### config.mk
export PLATFORM = sky130hd
export DESIGN_NAME = ram_access_arbiter_flat
export DESIGN_NICKNAME = d
export VERILOG_FILES = /design/src/rtl/ram_access_arbiter_if.sv /design/src/rtl/ram_access_arbiter.sv /design/src/flat_wrapper.sv
export SDC_FILE = /design/constraint.sdc
export NUM_CORES = 1
export LEC_CHECK = 0
export CAP_MARGIN = 20
export CELL_PAD_IN_SITES_DETAIL_PLACEMENT = 1
export CELL_PAD_IN_SITES_GLOBAL_PLACEMENT = 1
export CORE_AREA = 2 2 222 224
export CTS_BUF_LIST = sky130_fd_sc_hd__clkbuf_4 sky130_fd_sc_hd__clkbuf_8
export DETAILED_ROUTE_END_ITERATION = 8
export DIE_AREA = 0 0 224 226
export GPL_TIMING_DRIVEN = 0
export PLACE_DENSITY_LB_ADDON = 0.1
export REMOVE_ABC_BUFFERS = 1
export SYNTH_ARGS = -nofsm -noshare
export SYNTH_HDL_FRONTEND = slang
export SYNTH_SLANG_ARGS = --single-unit
export TNS_END_PERCENT = 100
### constraint.sdc
create_clock -name CLK -period 9.22 [get_ports CLK]
set_input_delay 1.383 -clock CLK [delete_from_list [all_inputs] [get_ports CLK]]
set_output_delay 1.383 -clock CLK [all_outputs]
set_load 0.005 [all_outputs]
### src/rtl/ram_access_arbiter_if.sv
// ram_access_arbiter_if
// Bundles every non-clock/reset signal of the RAM access arbiter: the two
// requester ports (A = interface loader, B = solver core), the shared
// registered read data, and the state-RAM port.
//   slave  : arbiter side (takes requests and RAM read data, drives grants,
//            read data and RAM controls)
//   master : environment side (requesters and RAM)
interface ram_access_arbiter_if #(
    parameter int unsigned ADDRESS_WIDTH = 13,
    parameter int unsigned DATA_WIDTH    = 64
);
    // Requester A
    logic                     req_a;
    logic                     we_a;
    logic [ADDRESS_WIDTH-1:0] addr_rd1_a;
    logic [ADDRESS_WIDTH-1:0] addr_rd2_a;
    logic [ADDRESS_WIDTH-1:0] addr_wr_a;
    logic [DATA_WIDTH-1:0]    wdata_a;
    logic                     gnt_a;
    logic                     rvalid_a;
    // Requester B
    logic                     req_b;
    logic                     we_b;
    logic [ADDRESS_WIDTH-1:0] addr_rd1_b;
    logic [ADDRESS_WIDTH-1:0] addr_rd2_b;
    logic [ADDRESS_WIDTH-1:0] addr_wr_b;
    logic [DATA_WIDTH-1:0]    wdata_b;
    logic                     gnt_b;
    logic                     rvalid_b;
    // Shared registered read data
    logic [DATA_WIDTH-1:0]    rdata1;
    logic [DATA_WIDTH-1:0]    rdata2;
    // State RAM port
    logic                     ram_wr_enable;
    logic [ADDRESS_WIDTH-1:0] ram_address_rd1;
    logic [ADDRESS_WIDTH-1:0] ram_address_rd2;
    logic [ADDRESS_WIDTH-1:0] ram_address_wr;
    logic [DATA_WIDTH-1:0]    ram_data_in;
    logic [DATA_WIDTH-1:0]    ram_data_out1;
    logic [DATA_WIDTH-1:0]    ram_data_out2;

    modport slave (
        input  req_a, we_a, addr_rd1_a, addr_rd2_a, addr_wr_a, wdata_a,
        input  req_b, we_b, addr_rd1_b, addr_rd2_b, addr_wr_b, wdata_b,
        input  ram_data_out1, ram_data_out2,
        output gnt_a, rvalid_a, gnt_b, rvalid_b, rdata1, rdata2,
        output ram_wr_enable, ram_address_rd1, ram_address_rd2, ram_address_wr, ram_data_in
    );

    modport master (
        output req_a, we_a, addr_rd1_a, addr_rd2_a, addr_wr_a, wdata_a,
        output req_b, we_b, addr_rd1_b, addr_rd2_b, addr_wr_b, wdata_b,
        output ram_data_out1, ram_data_out2,
        input  gnt_a, rvalid_a, gnt_b, rvalid_b, rdata1, rdata2,
        input  ram_wr_enable, ram_address_rd1, ram_address_rd2, ram_address_wr, ram_data_in
    );
endinterface

### src/rtl/ram_access_arbiter.sv
// ram_access_arbiter
// Shares a dual-read/single-write state RAM between requester A and
// requester B. Round-robin ownership with bursts capped at MAX_BURST beats
// while the other side waits. The owner steers both read addresses and the
// write port; read data is registered and returned with a per-requester
// one-cycle valid.
// Ports:
//   CLK  : clock, rising edge
//   RST  : asynchronous active-high reset
//   bus  : ram_access_arbiter_if.slave (requests, grants, read data, RAM port)
module ram_access_arbiter #(
    parameter int unsigned ADDRESS_WIDTH = 13,
    parameter int unsigned DATA_WIDTH    = 64,
    parameter int unsigned MAX_BURST     = 8
) (
    input logic                CLK,
    input logic                RST,
    ram_access_arbiter_if.slave bus
);
    localparam int unsigned CntW = (MAX_BURST > 1) ? $clog2(MAX_BURST) : 1;
    localparam logic [CntW-1:0] CntMax = CntW'(MAX_BURST - 1);

    typedef enum logic [1:0] {StIdle, StOwnA, StOwnB} state_e;
    typedef enum logic {SideA, SideB} side_e;

    state_e                state_q, state_d;
    logic [CntW-1:0]       cnt_q, cnt_d;
    side_e                 last_q, last_d;
    logic                  gnt_a_q, gnt_b_q;
    logic                  rvalid_a_q, rvalid_b_q;
    logic [DATA_WIDTH-1:0] rdata1_q, rdata1_d;
    logic [DATA_WIDTH-1:0] rdata2_q, rdata2_d;
    logic                  beat_a, beat_b;
    logic [CntW-1:0]       cnt_sat;

    // Grants mirror the state register, so beats are qualified by them.
    assign beat_a  = gnt_a_q & bus.req_a;
    assign beat_b  = gnt_b_q & bus.req_b;
    assign cnt_sat = (cnt_q == CntMax) ? CntMax : cnt_q + 1'b1;

    always_comb begin
        state_d = state_q;
        cnt_d   = cnt_q;
        last_d  = last_q;
        unique case (state_q)
            StIdle: begin
                cnt_d = '0;
                if (bus.req_a && bus.req_b) begin
                    state_d = (last_q == SideB) ? StOwnA : StOwnB;
                end else if (bus.req_a) begin
                    state_d = StOwnA;
                end else if (bus.req_b) begin
                    state_d = StOwnB;
                end
            end
            StOwnA: begin
                if (!bus.req_a) begin
                    state_d = bus.req_b ? StOwnB : StIdle;
                    cnt_d   = '0;
                    last_d  = SideA;
                end else if (bus.req_b && cnt_q == CntMax) begin
                    // Burst exhausted: hand over directly, no idle cycle.
                    state_d = StOwnB;
                    cnt_d   = '0;
                    last_d  = SideA;
                end else begin
                    cnt_d = cnt_sat;
                end
            end
            StOwnB: begin
                if (!bus.req_b) begin
                    state_d = bus.req_a ? StOwnA : StIdle;
                    cnt_d   = '0;
                    last_d  = SideB;
                end else if (bus.req_a && cnt_q == CntMax) begin
                    state_d = StOwnA;
                    cnt_d   = '0;
                    last_d  = SideB;
                end else begin
                    cnt_d = cnt_sat;
                end
            end
            default: begin
                state_d = StIdle;
                cnt_d   = '0;
            end
        endcase
    end

    // Read data is captured from the RAM's combinational outputs at the beat
    // edge, i.e. before that same edge's write lands (old value on collision).
    always_comb begin
        rdata1_d = rdata1_q;
        rdata2_d = rdata2_q;
        if (beat_a || beat_b) begin
            rdata1_d = bus.ram_data_out1;
            rdata2_d = bus.ram_data_out2;
        end
    end

    always_ff @(posedge CLK or posedge RST) begin
        if (RST) begin
            state_q    <= StIdle;
            cnt_q      <= '0;
            last_q     <= SideB;
            gnt_a_q    <= 1'b0;
            gnt_b_q    <= 1'b0;
            rvalid_a_q <= 1'b0;
            rvalid_b_q <= 1'b0;
            rdata1_q   <= '0;
            rdata2_q   <= '0;
        end else begin
            state_q    <= state_d;
            cnt_q      <= cnt_d;
            last_q     <= last_d;
            gnt_a_q    <= (state_d == StOwnA);
            gnt_b_q    <= (state_d == StOwnB);
            rvalid_a_q <= beat_a;
            rvalid_b_q <= beat_b;
            rdata1_q   <= rdata1_d;
            rdata2_q   <= rdata2_d;
        end
    end

    // RAM mux; driven from registered grants so reset clears it at once.
    always_comb begin
        bus.ram_wr_enable   = 1'b0;
        bus.ram_address_rd1 = '0;
        bus.ram_address_rd2 = '0;
        bus.ram_address_wr  = '0;
        bus.ram_data_in     = '0;
        if (gnt_a_q) begin
            bus.ram_wr_enable   = beat_a & bus.we_a;
            bus.ram_address_rd1 = bus.addr_rd1_a;
            bus.ram_address_rd2 = bus.addr_rd2_a;
            bus.ram_address_wr  = bus.addr_wr_a;
            bus.ram_data_in     = bus.wdata_a;
        end else if (gnt_b_q) begin
            bus.ram_wr_enable   = beat_b & bus.we_b;
            bus.ram_address_rd1 = bus.addr_rd1_b;
            bus.ram_address_rd2 = bus.addr_rd2_b;
            bus.ram_address_wr  = bus.addr_wr_b;
            bus.ram_data_in     = bus.wdata_b;
        end
    end

    assign bus.gnt_a    = gnt_a_q;
    assign bus.gnt_b    = gnt_b_q;
    assign bus.rvalid_a = rvalid_a_q;
    assign bus.rvalid_b = rvalid_b_q;
    assign bus.rdata1   = rdata1_q;
    assign bus.rdata2   = rdata2_q;
endmodule

### src/flat_wrapper.sv
// flat-port wrapper written by rule: the top's interface ports become plain ports
module ram_access_arbiter_flat 
#(
    parameter int unsigned ADDRESS_WIDTH = 13,
    parameter int unsigned DATA_WIDTH    = 64,
    parameter int unsigned MAX_BURST     = 8
)
  (CLK, RST, bus_req_a, bus_we_a, bus_addr_rd1_a, bus_addr_rd2_a, bus_addr_wr_a, bus_wdata_a, bus_req_b, bus_we_b, bus_addr_rd1_b, bus_addr_rd2_b, bus_addr_wr_b, bus_wdata_b, bus_ram_data_out1, bus_ram_data_out2, bus_gnt_a, bus_rvalid_a, bus_gnt_b, bus_rvalid_b, bus_rdata1, bus_rdata2, bus_ram_wr_enable, bus_ram_address_rd1, bus_ram_address_rd2, bus_ram_address_wr, bus_ram_data_in);
  ram_access_arbiter_if #(.ADDRESS_WIDTH(ADDRESS_WIDTH), .DATA_WIDTH(DATA_WIDTH)) bus_i ();
  input logic CLK;
  input logic RST;
  input wire logic [$bits(bus_i.req_a)-1:0] bus_req_a;
  input wire logic [$bits(bus_i.we_a)-1:0] bus_we_a;
  input wire logic [$bits(bus_i.addr_rd1_a)-1:0] bus_addr_rd1_a;
  input wire logic [$bits(bus_i.addr_rd2_a)-1:0] bus_addr_rd2_a;
  input wire logic [$bits(bus_i.addr_wr_a)-1:0] bus_addr_wr_a;
  input wire logic [$bits(bus_i.wdata_a)-1:0] bus_wdata_a;
  input wire logic [$bits(bus_i.req_b)-1:0] bus_req_b;
  input wire logic [$bits(bus_i.we_b)-1:0] bus_we_b;
  input wire logic [$bits(bus_i.addr_rd1_b)-1:0] bus_addr_rd1_b;
  input wire logic [$bits(bus_i.addr_rd2_b)-1:0] bus_addr_rd2_b;
  input wire logic [$bits(bus_i.addr_wr_b)-1:0] bus_addr_wr_b;
  input wire logic [$bits(bus_i.wdata_b)-1:0] bus_wdata_b;
  input wire logic [$bits(bus_i.ram_data_out1)-1:0] bus_ram_data_out1;
  input wire logic [$bits(bus_i.ram_data_out2)-1:0] bus_ram_data_out2;
  output wire logic [$bits(bus_i.gnt_a)-1:0] bus_gnt_a;
  output wire logic [$bits(bus_i.rvalid_a)-1:0] bus_rvalid_a;
  output wire logic [$bits(bus_i.gnt_b)-1:0] bus_gnt_b;
  output wire logic [$bits(bus_i.rvalid_b)-1:0] bus_rvalid_b;
  output wire logic [$bits(bus_i.rdata1)-1:0] bus_rdata1;
  output wire logic [$bits(bus_i.rdata2)-1:0] bus_rdata2;
  output wire logic [$bits(bus_i.ram_wr_enable)-1:0] bus_ram_wr_enable;
  output wire logic [$bits(bus_i.ram_address_rd1)-1:0] bus_ram_address_rd1;
  output wire logic [$bits(bus_i.ram_address_rd2)-1:0] bus_ram_address_rd2;
  output wire logic [$bits(bus_i.ram_address_wr)-1:0] bus_ram_address_wr;
  output wire logic [$bits(bus_i.ram_data_in)-1:0] bus_ram_data_in;
  assign bus_i.req_a = bus_req_a;
  assign bus_i.we_a = bus_we_a;
  assign bus_i.addr_rd1_a = bus_addr_rd1_a;
  assign bus_i.addr_rd2_a = bus_addr_rd2_a;
  assign bus_i.addr_wr_a = bus_addr_wr_a;
  assign bus_i.wdata_a = bus_wdata_a;
  assign bus_i.req_b = bus_req_b;
  assign bus_i.we_b = bus_we_b;
  assign bus_i.addr_rd1_b = bus_addr_rd1_b;
  assign bus_i.addr_rd2_b = bus_addr_rd2_b;
  assign bus_i.addr_wr_b = bus_addr_wr_b;
  assign bus_i.wdata_b = bus_wdata_b;
  assign bus_i.ram_data_out1 = bus_ram_data_out1;
  assign bus_i.ram_data_out2 = bus_ram_data_out2;
  assign bus_gnt_a = bus_i.gnt_a;
  assign bus_rvalid_a = bus_i.rvalid_a;
  assign bus_gnt_b = bus_i.gnt_b;
  assign bus_rvalid_b = bus_i.rvalid_b;
  assign bus_rdata1 = bus_i.rdata1;
  assign bus_rdata2 = bus_i.rdata2;
  assign bus_ram_wr_enable = bus_i.ram_wr_enable;
  assign bus_ram_address_rd1 = bus_i.ram_address_rd1;
  assign bus_ram_address_rd2 = bus_i.ram_address_rd2;
  assign bus_ram_address_wr = bus_i.ram_address_wr;
  assign bus_ram_data_in = bus_i.ram_data_in;
  ram_access_arbiter #(.ADDRESS_WIDTH(ADDRESS_WIDTH), .DATA_WIDTH(DATA_WIDTH), .MAX_BURST(MAX_BURST)) u_core (.CLK(CLK), .RST(RST), .bus(bus_i));
endmodule
# Word level (Yosys, flattened, before mapping)
# Cells that the tools add are included.
# totals
register_bits	138
input_bits	340
output_inout_bits	236
word_cells	60
# op_classes
n_addsub	1
n_eq_ne	7
mux	32
bitwise	4
reduce_logical	7
# ops
op	n
two-way mux 64 bit	2
two-way mux 13 bit	6
two-way mux 2 bit	9
two-way mux 3 bit	5
two-way mux 1 bit	7
inequality test 3 x 2 -> 1 bit, second input constant	2
one-hot mux 2 bit (3 select lines)	1
one-hot mux 3 bit (2 select lines)	1
AND 1 bit	4
equality test 2 x 1 -> 1 bit, second input constant	2
equality test 2 bit, second input constant	2
adder 3 x 1 -> 3 bit, second input constant	1
equality test 3 bit, second input constant	1
logical AND 1 bit	3
AND reduction 3 bit	1
zero test 2 bit	1
one-hot mux 1 bit (2 select lines)	1
nonzero test 2 bit	1
logical OR 1 bit	1

# Logic depth before layout (Yosys ltp)
# Gate-level depths: netlist (run 1).
# logic_depth
depth_word	6
ltp_mapped	6
ltp_nobuf	6

# Worst setup path after synthesis (run 1)
# OpenSTA, ideal clock, no wires.
# synth_path
kind	input -> output
startpoint	input port bus_req_a
endpoint	output port bus_ram_wr_enable
arrival_time_ns	1.875
required_time_ns	7.837
setup_slack_ns	5.962
cell_stages	3
n_path_buf	1
path_cell_list	buf_2 > and2_4 > a32o_1
# synth_between
elab_chain_len	3
# synth_rtl
item	line_no	text
from (decl)	flat_wrapper.sv:12	input wire logic [$bits(bus_i.req_a)-1:0] bus_req_a;
AND 1 bit	ram_access_arbiter.sv:37	assign beat_a = gnt_a_q & bus.req_a;
named net u_core.beat_a	ram_access_arbiter.sv:33	logic beat_a, beat_b;
AND 1 bit	ram_access_arbiter.sv:133	bus.ram_wr_enable = beat_a & bus.we_a;
two-way mux 1 bit	ram_access_arbiter.sv:132	if (gnt_a_q) begin
to (decl)	flat_wrapper.sv:32	output wire logic [$bits(bus_i.ram_wr_enable)-1:0] bus_ram_wr_enable;
# The timed path passes the listed nets, and every way through them passes these cells.

# Worst setup path in the final report (run 1)
# layout_path
startpoint	register u_core.gnt_a_q, in the netlist u_core.bus.gnt_a
endpoint	output port bus_ram_data_in[45]
# layout_between
elab_chain_len	1
# layout_rtl
item	line_no	text
from (decl)	ram_access_arbiter.sv:29	logic gnt_a_q, gnt_b_q;
from (signal assigned)	ram_access_arbiter.sv:116	gnt_a_q <= (state_d == StOwnA);
two-way mux 64 bit	ram_access_arbiter.sv:132	
to (decl)	flat_wrapper.sv:36	output wire logic [$bits(bus_i.ram_data_in)-1:0] bus_ram_data_in;
# No other way between the ends.

==> results of run 1 <==
## sequential cells by signal, indices dropped and copies added (netlist names)
signal and cells:
u_core.bus.rdata1 64, u_core.bus.rvalid_a 1, u_core.cnt_q 3, u_core.bus.gnt_a 1, u_core.state_q 2, u_core.bus.rvalid_b 1
u_core.last_q 1, u_core.bus.gnt_b 1, u_core.bus.rdata2 64
## power groups by stage
stage,Combinational [W],Sequential (W),Clock (W)
after floorplan,0.000854,0.00112,0
after global placement,0.00223,0.00114,0
after detailed placement,0.00221,0.00111,0
after CTS,0.00222,0.00111,0.000530
after global routing,0.00232,0.00115,0.000543
final,0.00217,0.00111,0.000494
## worst max-delay path: stages (launching register included)
cell and delay, ns:
dfrtp_4 0.66, buf_16 0.28, nor2b_4 0.52, buf_12 0.26, a22o_1 0.29, clkdlybuf4s50_1 0.61
## cells in the final DEF (no fill, tap or decap)
cell type,instances
clkbuf_8,20
clkinvlp_4,3
mux2i_1,1
nand2b_1,2
a22o_1,104
a21oi_1,2
a32o_1,1
nor3b_1,2
a32oi_1,1
nand3_1,2
and2_1,1
and3_1,2
dfrtp_4,1
bufinv_16,1
dfrtp_1,136
dfstp_2,1
o21ai_0,2
clkinv_4,2
o211ai_1,1
diode_2,2
a222oi_1,2
mux2_4,102
ha_1,5
nor2b_4,1
inv_1,4
clkinv_2,3
mux2_2,26
nand2_1,6
nor2_1,6
buf_16,4
inv_8,1
clkdlybuf4s50_1,575
buf_12,7
and2_4,2
inv_6,1
nor2_4,1
## kinds of logic after synthesis
group                    Yosys count
flip-flops                       138
buffers and inverters             43
AND/OR/NAND/NOR                   25
AO/OA/AOI/OAI                    113
adder cells (fa/ha/maj)            5
multiplexers                     129
## per-stage QoR
stage | std cells | hold WS, ns | worst slack [ns]
floorplan | 415 | 0.4255 | 2.445
global placement | 1612 | 0.4452 | -3.276
detailed placement | 1623 | 0.4611 | 4.779
CTS | 1653 | 0.4738 | 4.501
global route | 1653 | 0.4935 | 4.462
finish | 1655 | 0.4572 | 4.694
## worst max path at each step
stage,end,slack (ns),depth (start not counted)
2_1_floorplan,bus_ram_address_rd1[0],2.44,2
3_3_place_gp,bus_ram_data_in[45],-3.28,3
3_5_place_dp,bus_ram_wr_enable,4.78,4
4_1_cts,bus_ram_data_in[45],4.50,5
5_1_grt,bus_ram_data_in[45],4.46,5
6_report,bus_ram_data_in[45],4.69,5
## layout make-up
type | instances | area [um^2] | area share (%)
Multi-Input combinational cell | 272 | 3018 | 22.09
Tap cell | 622 | 778.2 | 5.697
Antenna cell | 2 | 5.005 | 0.03664
Timing Repair Buffer | 586 | 6006 | 43.96
Clock buffer | 20 | 275.3 | 2.015
Inverter | 5 | 26.28 | 0.1923
Sequential cell | 138 | 3458 | 25.32
Clock inverter | 10 | 93.84 | 0.6869
## routing by layer
metal,part of all wire (%),global-route usage (%),wire length (um)
met3,11,6.753,4002
met2,55,26.46,19900
met1,33,13.18,11930
met5,0.025,0,9
met4,1.6,3.871,598
==> metrics.cfg, run 1 <==
[synth]
ys_top_cells_by_count=dfrtp_1 (137), a22o_1 (104), mux2_4 (102), mux2_2 (26), buf_2 (12)
synth_cell_type_count=29
netlist_instances=453
synth.area.mux_share_pct=26.81
synth_compound_area_share_pct=14.28
seq_area_frac_synth_pct=50.48
netlist_top_cells_area=dfrtp_1 (50%), mux2_4 (22%), a22o_1 (13%)
yosys.area_share.simple_pct=1.993
synthAdderAreaFrac_pct=0.9142
synth_top_family_by_area=multiplexers
synth_xor_area_share_pct=0
synth-edff-count=0
synth_top_flop_cell=dfrtp_1
ys_warn_count=0
yosysTopAreaCellShare_pct=50.10
synth_area_per_cell_um2=15.11
yosysTopAreaCell=dfrtp_1
ys_ff_latch=138
syn_area_um2=6843
synthMostInstantiatedCell=dfrtp_1
async_reset_ff_share_pct=100.0

[power_and_ir_drop]
p_int_w=0.002598
p_clk_share_pct=13.1
pwr-share-seq_pct=29.4
p_comb_share_pct=57.5
p_switching_w=0.001170
finalPower_w=0.003768
ir_drop_mv=0.1114
switching_share_pct=31.06
p_per_area_nw_per_um2=275.8
p_leak_nw=5.707

[clock_network]
ctsHoldBuffers=0
cts_root_buffer=clkbuf_8
clock_latency_ns=0.48
clk_pin_slew_ns=0.09
htreeDepth=4
cts.sink_count=138
cts_setup_buffers=0
cts_tree=yes
numCtsBuffers=17
cts_max_path_buffers=2
post_cts_resized=0

[worst_hold_path]
hp-start=u_core.cnt_q[0]$_DFF_PP0_
hold_path_class=flop to flop
hold_depth=1
hold_end=u_core.cnt_q[0]$_DFF_PP0_

[timing]
maxSlewHeadroom_pct=52.29
finalCriticalPeriod_ns=4.526
max_freq_mhz=221.0
fin_tns_setup_ns=0
setup_viol=0
finalMaxSlewViolations=0
rsz0062_at_grt=false
fin_worst_skew_ns=0.01840
tightest_slew_ns=0.7139
hold_viol_final=0
post-route-period-util_pct=49.09

[global_routing]
grtUsageTotal_pct=13.92
grt_pass1_wl_um=50310
grt_pass1_vias=6741
gr-total-overflow=0
grt_max_degree=102
antenna_found_initial=5

[drt]
vias=6184
drt_iter0_drc=179
wl_per_cell_um=22.01
drc=0
detail_route.wirelength_um=36430
ant_nets=0
via_per_inst=3.737
dr.pass1.iters=4

[placed_design]
dpl_cell_area_um2=13290
port_buffers=575
hpwl_um=29460
gp_congestion=0.7231

[worst_setup_path]
startpoint=u_core.bus.gnt_a$_DFF_PP0_
critPathMaxFanout=77
timing.rr.start=u_core.bus.gnt_a$_DFF_PP0_
critical_path_class=flop to output port
worstReg2RegEnd=u_core.bus.rdata1[21]$_DFFE_PP0P_
endpoint_kind=output port
startpoint_type=flop
r2r_cells=5
worst_ep_required_time_ns=7.84
r2r_slack_ns=6.70
cp.arrival_ns=3.14

[cells_and_area]
fin_area_um2=13660
fin_nets=1365
fillerInstances=5309
finish.utilization_pct=28.26
layout-drive-gt1-share_pct=17.07
synthToLayoutAreaGrowth_pct=99.63

[outcome]
status=finished clean

[job]
drv_cap=0

[die]
start_util_pct=14.15
rows=81
core_area_um2=48340
die_x_um=224
die_h_um=226
die-area_um2=50620
ios=576

(Power assumes the default switching activity.)
==> run 2, diff against run 1 <==
--- a/config.mk
+++ b/config.mk
@@ -8,10 +8,10 @@
 export CAP_MARGIN = 20
 export CELL_PAD_IN_SITES_DETAIL_PLACEMENT = 1
 export CELL_PAD_IN_SITES_GLOBAL_PLACEMENT = 1
-export CORE_AREA = 2 2 222 224
+export CORE_AREA = 2 2 224 226
 export CTS_BUF_LIST = sky130_fd_sc_hd__clkbuf_4 sky130_fd_sc_hd__clkbuf_8
 export DETAILED_ROUTE_END_ITERATION = 8
-export DIE_AREA = 0 0 224 226
+export DIE_AREA = 0 0 226 228
 export GPL_TIMING_DRIVEN = 0
 export PLACE_DENSITY_LB_ADDON = 0.1
 export REMOVE_ABC_BUFFERS = 1
==> constraint.sdc (replaced) <==
create_clock -name CLK -period 4.29 [get_ports CLK]
set_input_delay 0.6435 -clock CLK [delete_from_list [all_inputs] [get_ports CLK]]
set_output_delay 0.6435 -clock CLK [all_outputs]
set_load 0.005 [all_outputs]
==> run 2 against run 1 <==
- sequential power grew 120%
- combinational power grew 110%
- first-iteration DRC count grew 2.8%
- clock skew grew 0.0019 ns
- die area grew 1.8%
- count of clock-buffer cells in the layout shrank 1
- register-to-register slack lost 5.2 ns
- global-route usage grew 0.81 points
- non-clock buffer count shrank 1
- total power grew 120%
- sequential cell count is the same
- routed wire length grew 7.2%
- largest power group unchanged
==> metrics.cfg, run 2 (same netlist as run 1, synthesis figures left out) <==
[outcome]
status=finished clean  ; unchanged

[worst_hold_path]
hp-start=u_core.cnt_q[0]$_DFF_PP0_  ; unchanged
hold_path_class=flop to flop  ; unchanged
hold_end=u_core.cnt_q[0]$_DFF_PP0_  ; unchanged
hold_depth=1  ; unchanged

[cells_and_area]
fin_nets=1365  ; unchanged
seqCellArea_um2=3458  ; unchanged
fin_area_um2=13820  ; was 13660 um^2
synthToLayoutAreaGrowth_pct=102.0  ; was 99.63%
multiInputGateArea_um2=3027  ; was 3018 um^2
final_cell_mix=clkdlybuf4s50_1 (575), dfrtp_1 (136), a22o_1 (104)  ; unchanged
final_common_cell=clkdlybuf4s50_1  ; unchanged
fillerInstances=5447  ; was 5309
layout-drive-gt1-share_pct=17.23  ; was 17.07%
instances_no_fill=1715  ; was 1655

[die]
ios=576  ; unchanged
die_x_um=226  ; was 224 um
die_h_um=228  ; was 226 um
die-area_um2=51530  ; was 50620 um^2
rows=82  ; was 81
start_util_pct=13.87  ; was 14.15%
core_area_um2=49350  ; was 48340 um^2

[timing]
max_freq_mhz=249.9
finalMaxSlewViolations=0  ; unchanged
hold_viol_final=0  ; unchanged
fin_worst_skew_ns=0.02028  ; was 0.01840 ns
finalCriticalPeriod_ns=4.002
setup_viol=0  ; unchanged
post-route-period-util_pct=93.28
hold_ws_ns=0.4630  ; was 0.4572 ns
tightest_slew_ns=0.7559  ; was 0.7139 ns
rsz0062_at_grt=false  ; unchanged
maxSlewHeadroom_pct=49.38  ; was 52.29%

[global_routing]
grt_pass1_wl_um=53240  ; was 50310 um
gr-total-overflow=0  ; unchanged
grt_pass1_vias=7061  ; was 6741
gr-max-usage-layer=met2  ; unchanged
met3_usage_pct=7.200  ; was 6.753%
grt_max_degree=100  ; was 102
met2_usage_pct=28.23  ; was 26.46%
grt.met1_usage_pct=13.06  ; was 13.18%
antenna_found_initial=22  ; was 5
grtUsageTotal_pct=14.73  ; was 13.92%

[worst_setup_path]
cp.arrival_ns=3.36  ; was 3.14 ns
worstReg2RegEnd=u_core.bus.rdata1[6]$_DFFE_PP0P_  ; was u_core.bus.rdata1[21]$_DFFE_PP0P_
startpoint_type=flop  ; unchanged
startpoint=u_core.bus.gnt_a$_DFF_PP0_  ; unchanged
r2r_cells=6  ; was 5
endpoint_kind=output port  ; unchanged
timing.rr.start=u_core.bus.gnt_a$_DFF_PP0_  ; unchanged
critPathMaxFanout=66  ; was 77
worst_ep_required_time_ns=3.65  ; was 7.84 ns
critical_path_class=flop to output port  ; unchanged
r2r_slack_ns=1.55  ; was 6.70 ns

[clock_network]
cts.sink_count=138  ; unchanged
cts_max_path_buffers=2  ; unchanged
htreeDepth=4  ; unchanged
cts_root_buffer=clkbuf_8  ; unchanged
numCtsBuffers=17  ; unchanged
cts_tree=yes  ; unchanged
ctsHoldBuffers=0  ; unchanged
clk_pin_slew_ns=0.08  ; was 0.09 ns
clock_latency_ns=0.48  ; about the same

[drt]
wl_per_cell_um=22.77  ; was 22.01 um
ant_nets=0  ; unchanged
via_per_inst=3.686  ; was 3.737
drc=0  ; unchanged
vias=6321  ; was 6184
detail_route.wirelength_um=39050  ; was 36430 um
dr.pass1.iters=5  ; was 4
drt_iter0_drc=184  ; was 179

[placed_design]
dp.cells=1672  ; was 1623
port_buffers=575  ; unchanged
hpwl_um=31700  ; was 29460 um
gp_congestion=0.7762  ; was 0.7231
dpl_cell_area_um2=13310  ; was 13290 um^2

[power_and_ir_drop]
ir_drop_mv=0.2203  ; was 0.1114 mV
p_leak_nw=5.749  ; was 5.707 nW
finalPower_w=0.008322  ; was 0.003768 W
p_per_area_nw_per_um2=602.2  ; was 275.8 nW/um^2

[job]
drv_cap=0  ; unchanged

## run 2: cell count changes in the layout (fill, tap and decap cells not counted), sizes merged
| cell | previous run | this run |
|---|---|---|
| bufinv | 1 | 5 |
| buf | 11 | 10 |
| clkinvlp | 3 | 1 |
| inv | 6 | 8 |
| nor2b | 1 | 2 |
| clkinv | 5 | 4 |
| diode | 2 | 10 |
| clkbuf | 20 | 19 |
## run 2: area by class of cell
class	instances	area share, %
Timing Repair Buffer	585	43.20
Sequential cell	138	25.02
Multi-Input combinational cell	273	21.90
Tap cell	672	6.084
Clock buffer	19	1.892
Clock inverter	13	1.530
Inverter	5	0.1901
Antenna cell	10	0.1811
## run 2: worst max-delay path by stage
stage / cells past startpoint / slack (ns) / endpoint
finish: 6 / 0.29 / bus_ram_data_in[38]
global placement: 3 / -7.15 / bus_ram_data_in[19]
detailed placement: 6 / 0.38 / bus_ram_data_in[38]
global route: 6 / 0.01 / bus_ram_data_in[38]
CTS: 6 / 0.06 / bus_ram_data_in[38]
floorplan: 2 / -1.75 / bus_ram_address_rd1[0]
## run 2: routing by layer
layer	wire length (um)	share of wire, %	vias up
met5	30	0.077	-
met4	1138	2.9	4
met1	12410	32	3069
li1	-	-	2847
met2	21050	54	353
met3	4412	11	48
## run 2: critical path, stage by stage, from the launching register on
cell and delay, ns:
dfrtp_4 0.70, buf_16 0.31, nor2b_4 0.47, buf_12 0.27, buf_12 0.24, a22o_1 0.18
clkdlybuf4s50_1 0.67
## run 2: stage by stage
| step | setup TNS, ns | setup slack, ns | util (%) |
|---|---|---|---|
| 6_report | 0 | 0.2882 | 28.01 |
| 5_1_grt | 0 | 0.01314 | 27.98 |
| 4_1_cts | 0 | 0.05939 | 27.96 |
| 3_5_place_dp | 0 | 0.3763 | 26.98 |
| 3_3_place_gp | -1546.31 | -7.151 | 26.50 |
| 2_1_floorplan | -278.50 | -1.746 | - |
## run 2: timing repair
action / 4_1_cts / 5_1_grt
gates resized for setup: 0 / 0
setup endpoints to repair: 5 / 0
setup buffers: 0 / 0
## run 2: report_power, final
group,switching [W],internal [W],total (W)
Combinational,0.00151,0.00311,0.00462
Sequential,0.000430,0.00196,0.00239
Clock,0.000582,0.000729,0.00131
==> run 3, diff against run 2 <==
--- a/config.mk
+++ b/config.mk
@@ -5,16 +5,18 @@
 export SDC_FILE = /design/constraint.sdc
 export NUM_CORES = 1
 export LEC_CHECK = 0
+export ABC_AREA = 1
 export CAP_MARGIN = 20
 export CELL_PAD_IN_SITES_DETAIL_PLACEMENT = 1
 export CELL_PAD_IN_SITES_GLOBAL_PLACEMENT = 1
-export CORE_AREA = 2 2 224 226
+export CORE_AREA = 2 2 225 227
 export CTS_BUF_LIST = sky130_fd_sc_hd__clkbuf_4 sky130_fd_sc_hd__clkbuf_8
 export DETAILED_ROUTE_END_ITERATION = 8
-export DIE_AREA = 0 0 226 228
+export DIE_AREA = 0 0 227 229
 export GPL_TIMING_DRIVEN = 0
 export PLACE_DENSITY_LB_ADDON = 0.1
 export REMOVE_ABC_BUFFERS = 1
+export SLEW_MARGIN = 20
 export SYNTH_ARGS = -nofsm -noshare
 export SYNTH_HDL_FRONTEND = slang
 export SYNTH_SLANG_ARGS = --single-unit
==> run 3 against run 2 <==
- hold slack got worse by 0.0081 ns
- core utilization increased by 0.51 points
- global-route usage decreased by 0.079 points
- routed wire length increased by 0.32%
- register-to-register slack improved by 0.39 ns
- highest routed layer unchanged
- total power about the same
- combinational power increased by 2%
- critical path type unchanged
- non-clock buffer count decreased by 4
- first-iteration DRC count decreased by 0.54%
==> metrics.cfg, run 3 <==
[timing]
setup_ws_ns=0.8279  ; was 0.2882 ns
hold_viol_final=0  ; unchanged
hold_ws_ns=0.4549  ; was 0.4630 ns
rsz0062_at_grt=false  ; unchanged
finalMaxSlewViolations=0  ; unchanged
fin_worst_skew_ns=0.01220  ; was 0.02028 ns
finalCriticalPeriod_ns=3.462  ; was 4.002 ns
tightest_slew_ns=0.7097  ; was 0.7559 ns
post-route-period-util_pct=80.70  ; was 93.28%
maxSlewHeadroom_pct=52.68  ; was 49.38%
max_freq_mhz=288.8  ; was 249.9 MHz
setup_viol=0  ; unchanged
fin_tns_setup_ns=0  ; unchanged

[die]
rows=82  ; unchanged
die_x_um=227  ; was 226 um
ios=576  ; unchanged
core_area_um2=49660  ; was 49350 um^2
die_h_um=229  ; was 228 um
start_util_pct=14.74  ; was 13.87%
die-area_um2=51980  ; was 51530 um^2

[drt]
drt_iter0_drc=183  ; was 184
detail_route.wirelength_um=39170  ; was 39050 um
ant_nets=0  ; unchanged
via_per_inst=3.759  ; was 3.686
drc=0  ; unchanged
vias=7239  ; was 6321
dr.pass1.iters=4  ; was 5
wl_per_cell_um=20.34  ; was 22.77 um

[power_and_ir_drop]
p_leak_nw=6.107  ; was 5.749 nW
p_per_area_nw_per_um2=587.4  ; was 602.2 nW/um^2
ir_drop_mv=0.2208  ; was 0.2203 mV

[worst_setup_path]
endpoint_kind=output port  ; unchanged
worst_ep_required_time_ns=3.65  ; about the same
critical_path_class=flop to output port  ; unchanged
startpoint_type=flop  ; unchanged
critPathMaxFanout=62  ; was 66
cp.arrival_ns=2.82  ; was 3.36 ns

[synth]
ys_top_cells_by_count=nand2_1 (223), dfrtp_1 (137), mux2_4 (120), nand3_1 (112), clkbuf_1 (14)  ; was dfrtp_1 (137), a22o_1 (104), mux2_4 (102), mux2_2 (26), buf_2 (12)
ys_warn_count=0  ; unchanged
synth_area_per_cell_um2=10.65  ; was 15.11 um^2
netlist_instances=687  ; was 453
yosysTopAreaCell=dfrtp_1  ; unchanged
ys_ff_latch=138  ; unchanged
seq_area_frac_synth_pct=47.20  ; was 50.48%
synth_top_flop_cell=dfrtp_1  ; unchanged
synthMostInstantiatedCell=nand2_1  ; was dfrtp_1
synth-edff-count=0  ; unchanged
yosysTopAreaCellShare_pct=46.85  ; was 50.10%
syn_area_um2=7318  ; was 6843 um^2
netlist_top_cells_area=dfrtp_1 (47%), mux2_4 (25%), nand2_1 (11%)  ; was dfrtp_1 (50%), mux2_4 (22%), a22o_1 (13%)
synth_cell_type_count=21  ; was 29
async_reset_ff_share_pct=100.0  ; unchanged

[global_routing]
grt_pass1_wl_um=54940  ; was 53240 um
grt_pass1_vias=7904  ; was 7061
grt_max_degree=83  ; was 100
grtUsageTotal_pct=14.65  ; was 14.73%
antenna_found_initial=15  ; was 22
gr-total-overflow=0  ; unchanged

[placed_design]
dp_slack_ns=1.223  ; was 0.3763 ns
port_buffers=575  ; unchanged
gp_congestion=0.8121  ; was 0.7762
dp.cells=1890  ; was 1672
hpwl_um=30890  ; was 31700 um

[clock_network]
cts_tree=yes  ; unchanged
cts.sink_count=138  ; unchanged
numCtsBuffers=17  ; unchanged
cts_setup_buffers=0  ; unchanged
htreeDepth=4  ; unchanged
post_cts_resized=0  ; unchanged
cts_max_path_buffers=2  ; unchanged
cts_root_buffer=clkbuf_8  ; unchanged
ctsHoldBuffers=0  ; unchanged
clk_pin_slew_ns=0.07  ; was 0.08 ns
clock_latency_ns=0.47  ; was 0.48 ns

[cells_and_area]
fillerInstances=5680  ; was 5447
seqCellArea_um2=3462  ; was 3458 um^2
finish.utilization_pct=28.52  ; was 28.01%
fin_nets=1582  ; was 1365
multiInputGateArea_um2=3455  ; was 3027 um^2
final_cell_mix=clkdlybuf4s50_1 (575), nand2_1 (223), dfrtp_1 (135)  ; was clkdlybuf4s50_1 (575), dfrtp_1 (136), a22o_1 (104)
synthToLayoutAreaGrowth_pct=93.50  ; was 102.0%
layout-drive-gt1-share_pct=13.28  ; was 17.23%
final_common_cell=clkdlybuf4s50_1  ; unchanged
instances_no_fill=1926  ; was 1715

[worst_hold_path]
hold_path_class=flop to flop  ; unchanged

[job]
drv_cap=0  ; unchanged

[outcome]
status=finished clean  ; unchanged

## run 3: layout make-up
class,instances,area share (%)
Multi-Input combinational cell,485,24.39
Clock buffer,25,2.253
Timing Repair Buffer,581,41.81
Antenna cell,4,0.07068
Sequential cell,138,24.45
Clock inverter,7,0.6273
Tap cell,672,5.937
Inverter,14,0.4594
## run 3: report_power, final
group	switching, W	internal (W)	total [W]	leakage, nW
combinational	0.00169	0.00304	0.00473	4.26
sequential	0.000486	0.00196	0.00245	1.63
clock	0.000542	0.000602	0.00114	0.217
total	0.00272	0.00560	0.00832	6.11
## run 3: per-stage QoR
| stage | power, W | instance area, um^2 |
|---|---|---|
| final | 0.008318 | 14160 |
| after CTS | 0.008521 | 14150 |
| after global routing | 0.008918 | 14160 |
| after global placement | 0.007483 | 13540 |
| after detailed placement | 0.007265 | 13740 |
| after floorplan | 0.004398 | 6948 |
## run 3: final timing paths
kind,end,cells after the start,slack (ns),startpoint
hold reg to reg,u_core.cnt_q[0]$_DFF_PP0_,1,0.45,u_core.cnt_q[0]$_DFF_PP0_
hold / removal,u_core.cnt_q[0]$_DFF_PP0_,1,0.45,u_core.cnt_q[0]$_DFF_PP0_
setup / recovery,bus_ram_data_in[7],5,0.83,u_core.bus.gnt_a$_DFF_PP0_
setup reg to reg,u_core.bus.rdata1[6]$_DFFE_PP0P_,4,1.94,u_core.bus.gnt_b$_DFF_PP0_
min in group asynchronous,u_core.bus.rdata2[0]$_DFFE_PP0P_,2,0.68,RST
max in group asynchronous,u_core.bus.rdata1[43]$_DFFE_PP0P_,3,2.86,RST
## run 3: logic make-up after synthesis
kind of cell | count (synthesis) | synth area share (%)
buf+inv | 64 | 5.779
fa+ha+maj | 5 | 0.8548
simple gates | 348 | 19.97
flops | 138 | 47.20
mux | 128 | 25.85
compound gates | 4 | 0.3419
## run 3: worst max-delay path, cell delays in order, from the launching register on
cell and delay, ns:
dfrtp_4 0.73, inv_6 0.40, buf_16 0.29, nand3_1 0.12, nand2_1 0.08, clkdlybuf4s50_1 0.68
## run 3: routing by layer
metal,global-route usage [%],share of wire [%]
met5,0,0.27
met1,14.16,34
met4,3.881,1.2
met2,26.52,51
met3,8.249,13
